`src/rtl/r4_pkg.sv`:
```
// Shared types for the sequential radix-4 butterfly: FSM states, lane count, bin index.
package r4_pkg;

    localparam int NLANE = 4;

    typedef enum logic [1:0] {
        IDLE   = 2'd0,
        CALC   = 2'd1,
        STREAM = 2'd2
    } r4_state_e;

    typedef logic [1:0] r4_idx_t;

endpackage

```
`src/rtl/r4_core.sv`:
```
// Combinational 4-point DFT butterfly with W+2 bit growth, optional inverse and /4 scaling.
module r4_core
    import r4_pkg::*;
#(
    parameter int W     = 4,
    parameter int SCALE = 0
) (
    input  logic [NLANE*W-1:0]     in_xr_i,
    input  logic [NLANE*W-1:0]     in_xi_i,
    input  logic                   inv_i,
    output logic [NLANE*(W+2)-1:0] out_xr_o,
    output logic [NLANE*(W+2)-1:0] out_xi_o
);

    localparam int WO = W + 2;

    logic signed [WO-1:0] xr [NLANE];
    logic signed [WO-1:0] xi [NLANE];
    logic signed [WO-1:0] yr [NLANE];
    logic signed [WO-1:0] yi [NLANE];
    logic signed [WO-1:0] b1r, b1i, b3r, b3i;

    // Floor truncation: arithmetic shift keeps the sign fill at full W+2 width.
    function automatic logic signed [WO-1:0] scl(input logic signed [WO-1:0] v);
        return (SCALE != 0) ? (v >>> 2) : v;
    endfunction

    always_comb begin
        for (int unsigned n = 0; n < NLANE; n++) begin
            xr[n] = {{2{in_xr_i[n*W+W-1]}}, in_xr_i[n*W +: W]};
            xi[n] = {{2{in_xi_i[n*W+W-1]}}, in_xi_i[n*W +: W]};
        end
    end

    always_comb begin
        b1r   = xr[0] + xi[1] - xr[2] - xi[3];
        b1i   = xi[0] - xr[1] - xi[2] + xr[3];
        b3r   = xr[0] - xi[1] - xr[2] + xi[3];
        b3i   = xi[0] + xr[1] - xi[2] - xr[3];
        yr[0] = xr[0] + xr[1] + xr[2] + xr[3];
        yi[0] = xi[0] + xi[1] + xi[2] + xi[3];
        yr[2] = xr[0] - xr[1] + xr[2] - xr[3];
        yi[2] = xi[0] - xi[1] + xi[2] - xi[3];
        yr[1] = inv_i ? b3r : b1r;
        yi[1] = inv_i ? b3i : b1i;
        yr[3] = inv_i ? b1r : b3r;
        yi[3] = inv_i ? b1i : b3i;
    end

    always_comb begin
        for (int unsigned n = 0; n < NLANE; n++) begin
            out_xr_o[n*WO +: WO] = scl(yr[n]);
            out_xi_o[n*WO +: WO] = scl(yi[n]);
        end
    end

endmodule

```
`src/rtl/r4_butter_seq.sv`:
```
// Registered radix-4 butterfly: capture one sample set, compute in one cycle,
// then stream X[0]..X[3] under valid/ready backpressure.
module r4_butter_seq
    import r4_pkg::*;
#(
    parameter int W     = 4,
    parameter int SCALE = 0
) (
    input  logic                 wb_clk_i,
    input  logic                 wb_rst_ni,
    input  logic                 in_valid_i,
    output logic                 in_ready_o,
    input  logic                 inv_i,
    input  logic [NLANE*W-1:0]   in_xr_i,
    input  logic [NLANE*W-1:0]   in_xi_i,
    output logic                 out_valid_o,
    input  logic                 out_ready_i,
    output logic [W+1:0]         out_xr_o,
    output logic [W+1:0]         out_xi_o,
    output logic [1:0]           out_idx_o,
    output logic                 out_last_o
);

    localparam int WO = W + 2;

    r4_state_e               state_q, state_d;
    r4_idx_t                 k_q, k_d;
    logic                    alive_q;
    logic [NLANE*W-1:0]      xr_q, xr_d, xi_q, xi_d;
    logic                    inv_q, inv_d;
    logic [NLANE*WO-1:0]     yr_q, yr_d, yi_q, yi_d;
    logic [NLANE*WO-1:0]     yr_c, yi_c;

    r4_core #(
        .W     (W),
        .SCALE (SCALE)
    ) u_core (
        .in_xr_i  (xr_q),
        .in_xi_i  (xi_q),
        .inv_i    (inv_q),
        .out_xr_o (yr_c),
        .out_xi_o (yi_c)
    );

    // alive_q holds ready low until the first clock after reset release.
    assign in_ready_o  = alive_q && (state_q == IDLE);
    assign out_valid_o = (state_q == STREAM);
    assign out_idx_o   = k_q;
    assign out_last_o  = out_valid_o && (k_q == 2'd3);
    assign out_xr_o    = yr_q[int'(k_q)*WO +: WO];
    assign out_xi_o    = yi_q[int'(k_q)*WO +: WO];

    always_comb begin
        state_d = state_q;
        k_d     = k_q;
        xr_d    = xr_q;
        xi_d    = xi_q;
        inv_d   = inv_q;
        yr_d    = yr_q;
        yi_d    = yi_q;
        case (state_q)
            IDLE: begin
                if (in_valid_i && in_ready_o) begin
                    xr_d    = in_xr_i;
                    xi_d    = in_xi_i;
                    inv_d   = inv_i;
                    state_d = CALC;
                end
            end
            CALC: begin
                yr_d    = yr_c;
                yi_d    = yi_c;
                k_d     = '0;
                state_d = STREAM;
            end
            STREAM: begin
                if (out_ready_i) begin
                    if (k_q == 2'd3) begin
                        k_d     = '0;
                        state_d = IDLE;
                    end else begin
                        k_d = k_q + 2'd1;
                    end
                end
            end
            default: state_d = IDLE;
        endcase
    end

    always_ff @(posedge wb_clk_i or negedge wb_rst_ni) begin
        if (!wb_rst_ni) begin
            state_q <= IDLE;
            k_q     <= '0;
            alive_q <= 1'b0;
            xr_q    <= '0;
            xi_q    <= '0;
            inv_q   <= 1'b0;
            yr_q    <= '0;
            yi_q    <= '0;
        end else begin
            state_q <= state_d;
            k_q     <= k_d;
            alive_q <= 1'b1;
            xr_q    <= xr_d;
            xi_q    <= xi_d;
            inv_q   <= inv_d;
            yr_q    <= yr_d;
            yi_q    <= yi_d;
        end
    end

endmodule

```
`config.mk`:
```
export PLATFORM = sky130hd
export DESIGN_NAME = r4_butter_seq
export DESIGN_NICKNAME = d
export VERILOG_FILES = /design/src/rtl/r4_pkg.sv /design/src/rtl/r4_core.sv /design/src/rtl/r4_butter_seq.sv
export SDC_FILE = /design/constraint.sdc
export NUM_CORES = 1
export LEC_CHECK = 0
export ABC_AREA = 1
export CAP_MARGIN = 20
export CORE_MARGIN = 4
export CORE_UTILIZATION = 40
export DETAILED_ROUTE_END_ITERATION = 10
export GPL_TIMING_DRIVEN = 0
export SLEW_MARGIN = 0
export SYNTH_ARGS = -nofsm -noshare
export SYNTH_HDL_FRONTEND = slang
export SYNTH_SLANG_ARGS = --single-unit
```
`constraint.sdc`:
```
create_clock -name wb_clk_i -period 3.5 [get_ports wb_clk_i]
set_clock_uncertainty 0.2 [all_clocks]
set_input_delay 0.525 -clock wb_clk_i [delete_from_list [all_inputs] [get_ports wb_clk_i]]
set_output_delay 0.525 -clock wb_clk_i [all_outputs]
set_load 0.05 [all_outputs]
```
---- Word level (Yosys, flattened, before mapping) ----
Cells that the tools add are included.
word-level totals
  register bits ........................... 86
  output and inout bits ................... 17
  logic and storage cells ................. 61
cells by class
  add/sub/neg operators ................... 25
  multiply operators ...................... 1
  eq/ne operators ......................... 6
  shifts and indexed selects .............. 2
  mux-type cells .......................... 11
  reductions and logical operators ........ 8
operators by type and width
  kind                   number
  $shiftx A24 B32 Y6     1
  $add A5 B4 Y6          4
  $add A6 B4 Y6          4
  $mux W6                4
  $shiftx A24 B6 Y6      1
  $sub A5 B4 Y6          4
  $sub A6 B4 Y6          4
  $add A4 B4 Y5          4
  $sub A4 B4 Y5          4
  $mux W2                5
  $ne A2 B1 Y1 const B   3
  $pmux W2 S3            1
  $eq A2 B2 Y1 const B   2
  $mul A2 B2 Y4 const B  1
  $pmux W2 S2            1
  $reduce_and A2 Y1      2
  $logic_and A1 B1 Y1    3
  $reduce_and A3 Y1      1
  $add A2 B1 Y2 const B  1
  $eq A2 B1 Y1 const B   1
  $logic_not A2 Y1       1
  $reduce_bool A2 Y1     1

---- Depth between registers and ports, before layout ----
  word-level depth ........................ 5
  gate-level depth with buffers ........... 14
  depth with buffers taken out ............ 14

---- Cells and area by module ----
A second synthesis with hierarchy kept.
unflattened totals
  cells, all modules ...................... 942
  area, all modules ....................... 7465.9 um2
modules (own cells, without submodules)
  module         instances  cells each  area each (um2)
  r4_butter_seq  1          484         3912.5
  r4_core        1          458         3553.4

---- Worst setup path after synthesis ----
OpenSTA, ideal clock, no wires.
  kind .................................... reg-to-reg
  from .................................... register xi_q[11]
  to ...................................... register yi_q[11]
  arrival ................................. 2627 ps
  path slack .............................. 556 ps
  cell stages (with the launch flop) ...... 13
  path buffers ............................ 0
  period minus slack after synthesis ...... 2944 ps
  cells stage by stage .................... dfrtp_1 -> inv_1 -> fa_1 -> inv_1 -> fa_1 -> inv_1 -> ha_1 -> a21oi_1 -> nand3_1 -> nand2_1 -> nand3_1 -> nand3_1 -> nand2_1
between the ends
  word-level cells in the longest chain between the ends .. 3
  elaborated cells between the ends (all ways) .. 5
  classes of those cells .................. add/sub (4); mux (1)
RTL lines
  what                                            line                          RTL
  start: declaration                              r4_butter_seq.sv:29           logic [NLANE*W-1:0] xr_q, xr_d, xi_q, xi_d;
  start signal: assignment                        r4_butter_seq.sv:105          xi_q <= xi_d;
  $sub A5 B4 Y6, on equally long branches         r4_core.sv:37, r4_core.sv:39
  $add A6 B4 Y6 or $sub A6 B4 Y6 (tied branches)  r4_core.sv:37, r4_core.sv:39
  $mux W6 *                                       r4_core.sv:45                 yi[1] = inv_i ? b3i : b1i;
  end signal: assignment                          r4_butter_seq.sv:108          yi_q <= yi_d;
  end: declaration                                r4_butter_seq.sv:31           logic [NLANE*WO-1:0] yr_q, yr_d, yi_q, yi_d;
Every way passes the cells marked *; elsewhere a longest branch is shown, timed or not.
A chain may end at the register's enable or synchronous reset.

---- Worst setup path in the final report ----
  from .................................... register k_q[0], in the netlist out_idx_o[0]
  to ...................................... output out_xi_o[2]
between the ends
  word-level cells in the longest chain between the ends .. 2
RTL lines
  what                      line                  RTL
  start: declaration        r4_butter_seq.sv:27   r4_idx_t k_q, k_d;
  start signal: assignment  r4_butter_seq.sv:102  k_q <= k_d;
  $mul A2 B2 Y4             r4_butter_seq.sv:51   assign out_xi_o = yi_q[int'(k_q)*WO +: WO];
  $shiftx A24 B6 Y6         r4_butter_seq.sv:51
  end: declaration          r4_butter_seq.sv:19   output logic [W+1:0] out_xi_o,
Every way passes these cells.

==> results.md <==
* Initial core utilization at 41.0%
* CP cell instances: inv_1, clkbuf_1, o21ai_0, o22ai_1, clkdlybuf4s50_1
* Slew Limit Fails at 0
* Via density at 4.90
* DIE AREA at 0.0200 mm^2
* Dominant cell type by area after synthesis: dfrtp_1
* Warnings from Yosys at 0
* F_max at 301 MHz
* CP top delay family: buffers and inverters
* Endpoint class of the critical path: output port
* Final worst-path cycle share at 95.0%
* GRT Util Overall at 19.4%
* Port bufs at 53
* Worst skew pair latency at 360 ps
* CP max-delay cell: clkdlybuf4s50_1
* Post-synthesis sequential element count at 86
* Die Y at 141 um
* # clock sinks at 86
* First-pass GRT wire length at 29.4 mm
* Syn avg cell area at 8.75 um^2
* Worst slew margin at 65.2%
* # fillers at 1712
* First-pass DRT Iterations at 5
* Register area share after synthesis at 30.3%
* Reg2reg setup slack at 180 ps
* Diode count at 0
* Clock-pin slew on the worst setup and hold paths at 70 ps
* Final net count at 1036
* Final setup fails at 0
* DRC violations left at 0
* Share of the synthesized area in the top cell type at 30.3%
* Drt total wl at 18.6 mm
* Vias in the first global route at 5354
* RSZ-0062 raised after global routing: no
* DRT iter0 DRCs at 284
* Layout cell share with drive strength beyond 1 at 9.15%
* Unique cell type count in the Yosys netlist at 31
* Syn nets at 969
* Grt ovf at 0
* Startpoint Class: register
* Period minus WS final at 3320 ps
* Antenna violations before repair at 0
* Die X at 141 um
* Routability cong. at 0.873
* Status: completed
* Worst EP arrival at 2600 ps
* Synth Flop Type: dfrtp_1
* Core Region at 0.0174 mm^2
* Slew @ Worst Pin at 522 ps
* DP Wirelength at 15.6 mm
* I/O pin cnt at 54
* Root Buffer: clkbuf_16
* Placement Rows at 48
* Antenna viol nets, final at 0
* Hold Path Class: reg -> reg
* Htree depth at 3
* Vias at 5435
* Count leader, synth: nand2_1
* Final Hold Vio Count at 0
* Number of CTS-inserted buffers at 9
* Mapped Cells at 813
* Buf+Inv Stages, Crit Path at 3
* Final Hold Slack at 284 ps
* Synth cell count leaders: nand2_1 (152), inv_1 (143), dfrtp_1 (86)
* CP Max Fanout at 10
* P&R area growth vs syn at 16.2%
* Pin count of the biggest net entering global routing at 52
* TritonCTS clock tree: built
* Fraction of registers with async set or reset after synthesis at 100%
* Worst Path Class, Setup: reg -> out
* Bufs on Longest Clock Path at 2
* Max stage delay on crit path at 850 ps
* Max-cap violations at 0
* Top cells by area, synth: dfrtp_1 (30%), fa_1 (20%), ha_1 (8.3%)
* Post-Syn Area at 0.00711 mm^2
* Post-synth EDFFs at 0
* Worst EP required at 2770 ps
* Routed len/inst at 16.8 um
[repair_timing]
action                                  CTS  global route
buffers inserted                          0             1
endpoints found under the hold margin    35             0
gates resized for setup                   0             3
hold buffers                              1             0
endpoints found under the setup margin    0             3
[layout make-up]
cell class / instances / area, um^2 / area share, %
Timing Repair Buffer: 56 / 573 / 6.93
Clock buffer: 9 / 225 / 2.72
Multi-Input combinational cell: 554 / 4220 / 51.0
Clock inverter: 7 / 68.8 / 0.832
Sequential cell: 86 / 2150 / 26.0
Buffer: 27 / 199 / 2.41
Inverter: 146 / 552 / 6.67
Tap cell: 225 / 282 / 3.41
[kinds of logic after synthesis]
logic type      count (synthesis)  share of synthesized area [%]
simple gates                  279                           16.7
xor+xnor                       19                           2.34
other cells                     1                         0.0527
compound gates                136                           11.6
buf+inv                       173                           10.5
fa+ha+maj                     119                           28.5
flops                          86                           30.3
[worst min-delay path, delay by kind of cell, from the launching register on]
family / cells / cell delay (ps)
flops: 1 / 350
simple gates: 2 / 100
[worst paths after layout]
kind / start / to / cells after the start
max: out_idx_o[0] / out_xi_o[2] / 5
min: yi_q[11] / yi_q[11] / 2
max reg2reg: xi_q[11] / yi_q[11] / 12
min reg2reg: yi_q[11] / yi_q[11] / 2
max in group asynchronous: wb_rst_ni / xr_q[2] / 3
min in group asynchronous: wb_rst_ni / yr_q[11] / 2
[sequential cells by signal (all words and copies together) (netlist names)]
name       cells
inv_q          1
out_idx_o      2
state_q        2
xi_q          16
yi_q          24
xr_q          16
alive_q        1
yr_q          24
[metal layers]
| metal | vias up | track usage [%] | share of wire, % |
|---|---|---|---|
| met3 | 13 | 3.10 | 4.0 |
| li1 | 2699 | - | - |
| met4 | 0 | 4.08 | 1.2 |
| met1 | 2606 | 28.7 | 50 |
| met5 | - | 0 | 0 |
| met2 | 117 | 30.1 | 45 |
[metrics by stage]
step           setup TNS (ps)  std cells  util [%]  cell area, um^2  worst slack [ps]
5_1_grt                     0       1110      47.6             8270              17.1
3_3_place_gp          -138010       1091      45.7             7920             -1610
2_1_floorplan               0        813         -             7110               556
3_5_place_dp                0       1092      45.8             7950              61.2
4_1_cts                     0       1109      47.5             8250              52.4
6_report                    0       1110      47.6             8270               176
[placed cells by master, fill, tap and decap left out, types with 4 or more instances in the layout]
cell	n
buf_12	5
buf_2	6
ha_1	47
nand2_1	152
o22ai_1	12
clkbuf_1	10
o21ai_0	50
a21o_1	5
o22a_1	4
o21ai_2	26
inv_1	141
nand3_1	68
a21oi_1	38
nor2_1	40
clkdlybuf4s50_1	52
clkbuf_16	9
nand2_2	12
xor2_1	5
xnor2_1	14
fa_1	71
dfrtp_1	86
Power is not shown: default switching activity piles up to over one toggle a cycle in this logic, so the estimate is an artifact.
